### config.mk
export PLATFORM = sky130hd
export DESIGN_NAME = mfp_param_digit_display
export DESIGN_NICKNAME = d
export VERILOG_FILES = /design/src/rtl/mfp_param_digit_display.sv
export SDC_FILE = /design/constraint.sdc
export NUM_CORES = 1
export LEC_CHECK = 0
export BUFFER_PORTS_ARGS = -buffer_cell sky130_fd_sc_hd__buf_2
export CORE_MARGIN = 8
export CORE_UTILIZATION = 51
export CTS_CLUSTER_DIAMETER = 150
export DETAILED_ROUTE_END_ITERATION = 16
export PLACE_DENSITY = 0.85
export SLEW_MARGIN = 20
export SYNTH_ARGS = -nofsm -noshare
export SYNTH_HDL_FRONTEND = slang
export SYNTH_SLANG_ARGS = --single-unit
### constraint.sdc
create_clock -name clk -period 2.22 [get_ports clk]
set_input_delay 0.111 -clock clk [delete_from_list [all_inputs] [get_ports clk]]
set_output_delay 0.111 -clock clk [all_outputs]
set_load 0.1 [all_outputs]
### src/rtl/mfp_param_digit_display.sv
// Time-multiplexed N-digit hex seven-segment driver with frame-synchronous input capture,
// PWM brightness and anti-ghost blanking. Optional macro: MFP_DISPLAY_LEADING_ZERO_BLANK_EN.
module mfp_param_digit_display #(
  parameter int N_DIGITS     = 8,
  parameter int REFRESH_LOG2 = 14,
  parameter int BRIGHT_W     = 4
) (
  input  logic                  clk,
  input  logic                  rst,
  input  logic [4*N_DIGITS-1:0] number,
  input  logic [N_DIGITS-1:0]   dots,
  input  logic [N_DIGITS-1:0]   digit_en,
  input  logic [BRIGHT_W-1:0]   brightness,
  output logic [6:0]            seven_segments,
  output logic                  dot,
  output logic [N_DIGITS-1:0]   anodes,
  output logic                  frame_tick
);

  localparam int IDX_W = (N_DIGITS > 1) ? $clog2(N_DIGITS) : 1;

  logic [REFRESH_LOG2-1:0] r_cnt;
  logic [IDX_W-1:0]        r_idx;
  logic [4*N_DIGITS-1:0]   r_number;
  logic [N_DIGITS-1:0]     r_dots;
  logic [N_DIGITS-1:0]     r_digit_en;
  logic [BRIGHT_W-1:0]     r_brightness;
  logic [6:0]              r_segments;
  logic                    r_dot;
  logic [N_DIGITS-1:0]     r_anodes;

  logic                    w_cnt_wrap;
  logic                    w_idx_last;
  logic                    w_frame_start;
  logic [BRIGHT_W-1:0]     w_pwm_phase;
  logic                    w_lit;
  logic                    w_blank;
  logic [3:0]              w_nibbles [N_DIGITS];
  logic [N_DIGITS-1:0]     w_lz_dark;
  logic                    w_digit_on;
  logic [N_DIGITS-1:0]     w_anodes_nxt;

  function automatic logic [6:0] hex_to_seg(input logic [3:0] v);
    case (v)
      4'h0: hex_to_seg = 7'b1000000;
      4'h1: hex_to_seg = 7'b1111001;
      4'h2: hex_to_seg = 7'b0100100;
      4'h3: hex_to_seg = 7'b0110000;
      4'h4: hex_to_seg = 7'b0011001;
      4'h5: hex_to_seg = 7'b0010010;
      4'h6: hex_to_seg = 7'b0000010;
      4'h7: hex_to_seg = 7'b1111000;
      4'h8: hex_to_seg = 7'b0000000;
      4'h9: hex_to_seg = 7'b0010000;
      4'hA: hex_to_seg = 7'b0001000;
      4'hB: hex_to_seg = 7'b0000011;
      4'hC: hex_to_seg = 7'b1000110;
      4'hD: hex_to_seg = 7'b0100001;
      4'hE: hex_to_seg = 7'b0000110;
      4'hF: hex_to_seg = 7'b0001110;
      default: hex_to_seg = 7'b1111111;
    endcase
  endfunction

  assign w_cnt_wrap    = &r_cnt;
  assign w_idx_last    = (r_idx == IDX_W'(N_DIGITS - 1));
  assign w_frame_start = (r_cnt == '0) && (r_idx == '0);

  // NOTE: sequential state uses non-blocking assignments so every register samples pre-edge values.
  always_ff @(posedge clk or posedge rst) begin
    if (rst) begin
      r_cnt <= '0;
      r_idx <= '0;
    end else begin
      r_cnt <= r_cnt + REFRESH_LOG2'(1);
      if (w_cnt_wrap) begin
        r_idx <= w_idx_last ? '0 : r_idx + IDX_W'(1);
      end
    end
  end

  // Shadows load at the end of the frame's first cycle; that cycle is blanked, so no torn digit shows.
  always_ff @(posedge clk or posedge rst) begin
    if (rst) begin
      r_number     <= '0;
      r_dots       <= '0;
      r_digit_en   <= '0;
      r_brightness <= '0;
    end else if (w_frame_start) begin
      r_number     <= number;
      r_dots       <= dots;
      r_digit_en   <= digit_en;
      r_brightness <= brightness;
    end
  end

  always_comb begin
    for (int i = 0; i < N_DIGITS; i++) begin
      w_nibbles[i] = r_number[4*i +: 4];
    end
  end

`ifdef MFP_DISPLAY_LEADING_ZERO_BLANK_EN
  always_comb begin : lz_blank
    logic upper_zero;
    // NOTE: every variable written here gets a default first, so no latch is inferred.
    w_lz_dark  = '0;
    upper_zero = 1'b1;
    for (int i = N_DIGITS - 1; i > 0; i--) begin
      upper_zero   = upper_zero & (w_nibbles[i] == 4'h0);
      w_lz_dark[i] = upper_zero;
    end
  end
`else
  assign w_lz_dark = '0;
`endif

  assign w_pwm_phase = r_cnt[REFRESH_LOG2-1 -: BRIGHT_W];
  assign w_lit       = (&r_brightness) || (w_pwm_phase < r_brightness);
  assign w_blank     = (r_cnt < REFRESH_LOG2'(2));
  assign w_digit_on  = r_digit_en[r_idx] & ~w_lz_dark[r_idx];

  always_comb begin
    w_anodes_nxt = '1;
    if (w_lit && !w_blank && w_digit_on) begin
      w_anodes_nxt[r_idx] = 1'b0;
    end
  end

  always_ff @(posedge clk or posedge rst) begin
    if (rst) begin
      r_segments <= 7'b1111111;
      r_dot      <= 1'b1;
      r_anodes   <= '1;
    end else begin
      r_segments <= hex_to_seg(w_nibbles[r_idx]);
      r_dot      <= ~r_dots[r_idx];
      r_anodes   <= w_anodes_nxt;
    end
  end

  assign seven_segments = r_segments;
  assign dot            = r_dot;
  assign anodes         = r_anodes;
  // Gated by rst so the pulse is low while reset holds cnt/idx at the frame-start state.
  assign frame_tick     = w_frame_start & ~rst;

endmodule

==> metrics.md, run 1 <==
| Metric | Value |
|---|---|
| NetSw | 0.849 mW |
| Vias | 3154 |
| Pleak | 2.77 nW |
| Layout Skew | 0.0183 ns |
| Distinct cells, synth | 45 |
| Layout Cells excl Fill | 565 |
| Seq/Total Area, Yosys | 51.3% |
| Setup-failing EPs final | 4 |
| Switching share of power | 25.4% |
| Slew Viols, Final | 0 |
| Clock-pin slew on the worst setup and hold paths | 0.09 ns |
| Status | finished with violations |
| Pin slew with the least headroom to its limit | 0.478 ns |
| Antenna-violating nets left | 0 |
| Post-synth ARST share | 100% |
| Area Growth Syn to Fin | 36.1% |
| Crit-path max cell delay | 0.45 ns |
| Row cnt | 33 |
| Finished Cell Area | 5700 um2 |
| Layout net count | 523 |
| Worst setup EP type | flip-flop |
| DR iter-0 viols | 148 |
| Mapped Cells | 303 |
| Clk buf depth | 2 |
| Largest net degree at the start of global routing | 86 |
| Post-synth net total | 371 |
| Total congestion overflow | 0 |
| VDD IR-drop max | 0.413 mV |
| CORE AREA | 8090 um2 |
| Synth Register Bits | 85 |
| Global-route wire length before repair | 17200 um |
| Final worst-path cycle share | 103% |
| Vias in the first global route | 3220 |
| Clock power share | 37.1% |
| Max-cap viol count | 0 |
| Detailed Route WL | 11300 um |
| Arrival @ worst endpoint | 2.61 ns |
| Port buffer count | 70 |
| Cell Int Power | 2.49 mW |
| Gate power share | 13.3% |
| Netlist Area Pre-Place | 4190 um2 |
| CP Cell Sequence | buf_12 -> mux2_2 -> a2bb2o_2 -> a221o_1 -> inv_2 -> ha_4 -> inv_1 -> nor2_2 -> nand3b_1 -> o21a_1 |
| Yosys warning count | 0 |
| # IOs | 71 |
| Fillers | 505 |
| Initial core utilization | 51.7% |
| Setup WS post-layout | -0.0626 ns |
| Fmax | 438 MHz |
| CP Data Required Time | 2.54 ns |
| Worst slew margin | 67.9% |
| Layout cell share with drive strength beyond 1 | 47.0% |
| Sequential Power Share | 49.5% |
| Util after Layout | 70.4% |
| FF-to-FF path depth | 10 |
| Crit-path max FO | 4 |
| Startpoint types | flip-flop |
| Gpl congestion | 0.821 |
| Failing checks | negative setup slack |
| Fin. Hold Viols | 0 |
| WS Path Type | reg -> reg |
| Root Buffer | clkbuf_8 |
| Drt wl/cell | 20.0 um |
| H-Tree Depth | 3 |
| Slowest CP cell | dfrtp_2 |
| Clk_lat worst skew | 0.37 ns |
| WHS | 0.00924 ns |
| Vias/cell | 5.58 |
| Total track usage | 19.5% |
| Initial antenna violation count | 0 |
| Fin crit period | 2.28 ns |
| Hpwl dp | 6410 um |
| Initial DRT Pass Iterations | 5 |
| Commonest register cell after synthesis | dfrtp_1 |
| Post-DP Area | 4690 um2 |
| Die height | 107 um |
| Die width | 107 um |
| Cell Pwr Density | 586 nW/um2 |
| Hold WC Path Type | in -> reg |
| CTS tree | done |
| Syn Area/Cell | 13.8 um2 |
| DP Cell Count | 480 |
| Post-synth EDFFs | 0 |
| # clock sinks | 85 |
| Drt drc | 0 |
| Die area | 11400 um2 |
| RSZ-0062 raised after global routing | true |
| Diodes inserted | 0 |
| Hold depth | 2 |
| Cts bufs inserted | 9 |
## placed cells by master, fill, tap and decap left out, drive strengths merged, types with 12 or more instances in the layout
| master | count |
|---|---|
| dfstp | 16 |
| dfrtp | 69 |
| nand3 | 12 |
| buf | 101 |
| mux2 | 55 |
| inv | 13 |
| dlygate4sd3 | 52 |
| nand2 | 16 |
| ha | 14 |
| nor2 | 13 |
## cell usage after synthesis, drive strengths merged, types with 2 or more instances
| master | number | area, um2 |
|---|---|---|
| dfrtp | 69 | 1730 |
| mux2 | 55 | 807 |
| dfstp | 16 | 420 |
| nand2 | 16 | 60.1 |
| ha | 14 | 175 |
| inv | 14 | 52.6 |
| nor2 | 13 | 48.8 |
| buf | 12 | 148 |
| nand3 | 12 | 60.1 |
| a21oi | 7 | 35.0 |
| nand4 | 7 | 43.8 |
| o21ai | 7 | 35.0 |
| xnor2 | 7 | 61.3 |
| mux2i | 6 | 60.1 |
| mux4 | 6 | 139 |
| nor3 | 5 | 25.0 |
| xor2 | 5 | 43.8 |
| and3 | 3 | 18.8 |
| nor4 | 3 | 33.8 |
| a21o | 2 | 15.0 |
| clkbuf | 2 | 7.51 |
| nand2b | 2 | 12.5 |
| o2bb2ai | 2 | 17.5 |
| or3 | 2 | 12.5 |
## routing by layer
metal / track usage (%) / vias up / wire length (um)
met1: 23.0 / 1592 / 4290
met3: 4.38 / 36 / 695
met5: 0 / - / 0
li1: - / 1377 / -
met4: 10.3 / 0 / 406
met2: 32.5 / 149 / 5940
## through the flow
step	setup WS [ns]	power, mW	setup TNS, ns
global route	-0.133	3.45	-0.580
detailed placement	-0.00359	2.03	-0.00384
global placement	0.116	2.01	0
finish	-0.0626	3.34	-0.171
floorplan	-0.0537	1.92	-0.0537
CTS	-0.0496	3.31	-0.0541
## kinds of logic after synthesis
logic type | count (synthesis) | share of synthesized area [%]
buffers and inverters | 29 | 5.05
adder cells (fa/ha/maj) | 14 | 4.18
XOR/XNOR | 12 | 2.51
multiplexers | 67 | 24.0
AND/OR/NAND/NOR | 67 | 8.25
flip-flops | 85 | 51.3
AO/OA/AOI/OAI | 29 | 4.72
## cell type report
class | instances | area, um2 | share of cell area [%]
Tap cell | 105 | 131 | 2.31
Clock inverter | 6 | 86.3 | 1.52
Clock buffer | 10 | 138 | 2.42
Timing Repair Buffer | 155 | 1230 | 21.5
Multi-Input combinational cell | 189 | 1900 | 33.4
Sequential cell | 85 | 2150 | 37.7
Inverter | 15 | 63.8 | 1.12
## worst max-delay path: cells and delay by family, from the launching register on
kind / cells / cell delay, ns
compound gates: 3 / 0.73
mux: 1 / 0.24
fa+ha+maj: 1 / 0.15
flops: 1 / 0.45
simple gates: 2 / 0.32
buf+inv: 3 / 0.35
## final timing paths
kind / endpoint / slack [ns] / start
max in group asynchronous: dot$_DFF_PP1_ / 1.41 / rst
min reg2reg: anodes[5]$_DFF_PP1_ / 0.46 / r_digit_en[5]$_DFFE_PP0P_
min: r_digit_en[3]$_DFFE_PP0P_ / 0.009 / digit_en[3]
max: seven_segments[3]$_DFF_PP1_ / -0.06 / r_idx[0]$_DFFE_PP0P_
max reg2reg: seven_segments[3]$_DFF_PP1_ / -0.06 / r_idx[0]$_DFFE_PP0P_
min in group asynchronous: r_brightness[2]$_DFFE_PP0P_ / 0.43 / rst
## sequential cells by signal (all words and copies together), names as in the netlist
name and count:
anodes 8, dot 1, r_brightness 4, r_cnt 14
r_digit_en 8, r_dots 8, r_idx 3, r_number 32
seven_segments 7
## power groups by stage
stage	sequential (mW)	clock, mW	combinational, mW
after global routing	1.66	1.32	0.473
after detailed placement	1.68	0	0.346
after CTS	1.65	1.24	0.420
after global placement	1.68	0	0.334
final	1.65	1.24	0.446
after floorplan	1.77	0	0.148
## what timing repair did
action / 4_1_cts / 5_1_grt
resized for setup: 9 / 16
endpoints found under the hold margin: 120 / 0
buffers inserted: 6 / 8
pin swaps: 3 / 4
hold buffers: 52 / 0
setup endpoints to repair: 5 / 6
gates cloned: 1 / 2
No activity file was read; power rests on OpenSTA's default activity.
==> run 2, diff against run 1 <==
CORE_ASPECT_RATIO = 0.9   (was default)
==> metrics.md, run 2 (synthesized netlist as in run 1, its figures left out) <==
| Metric | Value |
|---|---|
| Setup WS post-layout | 0.0398 ns (+0.102 ns) |
| WS Path Type | reg -> reg |
| H-Tree Depth | 3 (unchanged) |
| Met3 routed WL | 606 um (-13%) |
| Delay-heaviest family, CP | simple AND/OR/NAND/NOR gates |
| Max layer used | met4 |
| Root Buffer | clkbuf_8 |
| Slowest CP cell | dfrtp_2 |
| Switching share of power | 26.4% (+0.99 points) |
| Critical path depth in cells | 6 (-4) |
| Largest net degree at the start of global routing | 60 (-30%) |
| Layout Skew | 0.0149 ns (-0.00341 ns) |
| Initial core utilization | 52.2% (+0.41 points) |
| Most frequent cells in the layout | 69 x buf_2, 61 x dfrtp_1, 53 x dlygate4sd3_1 |
| Row cnt | 31 (-6.1%) |
| # IOs | 71 (unchanged) |
| Crit-path max FO | 14 (+10) |
| Total track usage | 18.8% (-0.69 points) |
| Pin slew with the least headroom to its limit | 0.617 ns (+0.139 ns) |
| Area of the multi-input gates | 1890 um2 (-0.72%) |
| FF-to-FF path depth | 6 (-4) |
| Port buffer count | 70 (unchanged) |
| Status | finished, final reports clean |
| # clock sinks | 85 (unchanged) |
| CP Cell Sequence | nor4_4 -> nand3_2 -> or3_4 -> buf_4 -> bufbuf_16 -> mux2_4 |
| Met2 routed WL | 5080 um (-14%) |
| Total power | 3.03 mW (-9.4%) |
| CORE AREA | 8030 um2 (-0.79%) |
| CP Data Required Time | 2.47 ns (-0.07 ns) |
| Vias in the first global route | 3155 (-2.0%) |
| Arrival @ worst endpoint | 2.43 ns (-0.18 ns) |
| Top reg by flops | r_number |
| WP buf/inv | 2 (-1) |
| Clk_lat worst skew | 0.37 ns (about the same) |
| Vias/cell | 5.31 (-4.9%) |
| Initial antenna violation count | 0 (unchanged) |
| Worst setup EP type | flip-flop |
| Clock power share | 31.2% (-5.9 points) |
| Sequential Power Share | 54.7% (+5.2 points) |
| Clk buf depth | 2 (unchanged) |
| Detailed Route WL | 10400 um (-8.4%) |
| Fin crit period | 2.18 ns (-0.102 ns) |
| Drt drc | 0 (unchanged) |
| Antenna-violating nets left | 0 (unchanged) |
| Hold WC Path Type | in -> async |
| Clock-pin slew on the worst setup and hold paths | 0.08 ns (about the same) |
| Die height | 102 um (-4.4%) |
| Fillers | 512 (+1.4%) |
| Max-cap viol count | 0 (unchanged) |
| VDD IR-drop max | 0.335 mV (-19%) |
| Drt wl/cell | 18.4 um (-8.1%) |
| Largest register FFs | 32 (unchanged) |
| Pleak | 2.74 nW (-0.80%) |
| Layout cell share with drive strength beyond 1 | 46.2% (-0.74 points) |
| Die width | 112 um (+4.6%) |
| Die area | 11400 um2 (about the same) |
| Cell Pwr Density | 540 nW/um2 (-7.8%) |
| CTS tree | done |
| Slew Viols, Final | 0 (unchanged) |
| Util after Layout | 69.8% (-0.62 points) |
| Area Growth Syn to Fin | 33.8% |
| NetSw | 0.799 mW (-5.8%) |
| Crit-path max cell delay | 0.45 ns (about the same) |
| Cell Int Power | 2.23 mW (-11%) |
| Place WS | 0.0722 ns (+0.0758 ns) |
| Final worst-path cycle share | 98.2% (-4.6 points) |
| WL met1 | 4510 um (+5.2%) |
| Gate power share | 14.1% (+0.8 points) |
| Initial DRT Pass Iterations | 5 (unchanged) |
| Startpoint types | flip-flop |
| DR iter-0 viols | 185 (+25%) |
| Global-route wire length before repair | 16500 um (-4.0%) |
| Setup-failing EPs final | 0 (-4) |
| Gpl congestion | 0.797 (-3.0%) |
| Cts bufs inserted | 9 (unchanged) |
| Biggest regs | r_number x32, r_cnt x14 |
| Hpwl dp | 6290 um (-1.8%) |
| Fin. Hold Viols | 0 (unchanged) |
| Register area | 2160 um2 (+0.29%) |
| Fmax | 459 MHz (+4.7%) |
| Total congestion overflow | 0 (unchanged) |
| WHS | 0.433 ns (+0.424 ns) |
| Layout net count | 526 (+0.57%) |
| Vias | 2988 (-5.3%) |
| Worst slew margin | 58.8% (-9.1 points) |
| Commonest non-fill, non-tap cell in the layout | buf_2 |
| R2R setup slack | 0.04 ns (+0.10 ns) |
==> run 2: changes by cell type in the layout (fill, tap and decap cells not counted), sizes merged <==
cell           delta
dlygate4sd3       +1
clkbuf            +1
buf               +3
bufbuf            +1
bufinv            -2
clkdlybuf4s15     -1
diode             +1
==> run 2: layout make-up <==
class                   instances  area share, %
flip-flops and latches         85           38.5
multi-input cells             189           33.7
repair buffers                158           21.6
clock buffers                  12           2.41
well taps                      99           2.21
inverters                      15           1.07
clock inverters                 4          0.447
diodes                          1         0.0447
==> run 2: metal layers <==
layer / track usage (%) / vias to the layer above
met5: 0 / -
met4: 6.82 / 0
met3: 6.91 / 18
met2: 31.1 / 107
met1: 22.2 / 1479
li1: - / 1384
==> run 2: stage by stage <==
step / area [um2] / cells / setup TNS [ns]
after floorplan: 4200 / 303 / -0.0537
after CTS: 5460 / 548 / 0
final: 5600 / 563 / 0
after global placement: 4700 / 475 / 0
after global routing: 5600 / 562 / -0.196
after detailed placement: 4700 / 475 / 0
==> run 2: final timing paths <==
check | startpoint | endpoint
min in group clk | r_digit_en[4]$_DFFE_PP0P_ | anodes[4]$_DFF_PP1_
max | r_cnt[5]$_DFF_PP0_ | r_number[19]$_DFFE_PP0P_
min | rst | r_brightness[2]$_DFFE_PP0P_
max in group asynchronous | rst | seven_segments[4]$_DFF_PP1_
max reg2reg | r_cnt[5]$_DFF_PP0_ | r_number[19]$_DFFE_PP0P_
min reg2reg | r_digit_en[4]$_DFFE_PP0P_ | anodes[4]$_DFF_PP1_
==> run 2: tightest hold or removal path: stages <==
cell           delay (ns)
dlygate4sd3_1        0.56
buf_2                0.16
clkinvlp_4           0.42
==> run 2: repair_timing <==
item	in CTS	in global routing
buffers inserted	3	15
pin swaps	1	4
gates cloned	1	0
gates resized for setup	3	16
hold buffers	53	0
endpoints found under the setup margin	1	6
hold endpoints to repair	70	0
==> run 2: power groups by stage <==
stage | Sequential, mW | Clock [mW] | Combinational, mW
after floorplan | 1.77 | 0 | 0.148
after global placement | 1.68 | 0 | 0.333
after detailed placement | 1.68 | 0 | 0.344
after CTS | 1.65 | 0.958 | 0.417
after global routing | 1.66 | 1.04 | 0.459
final | 1.66 | 0.944 | 0.427
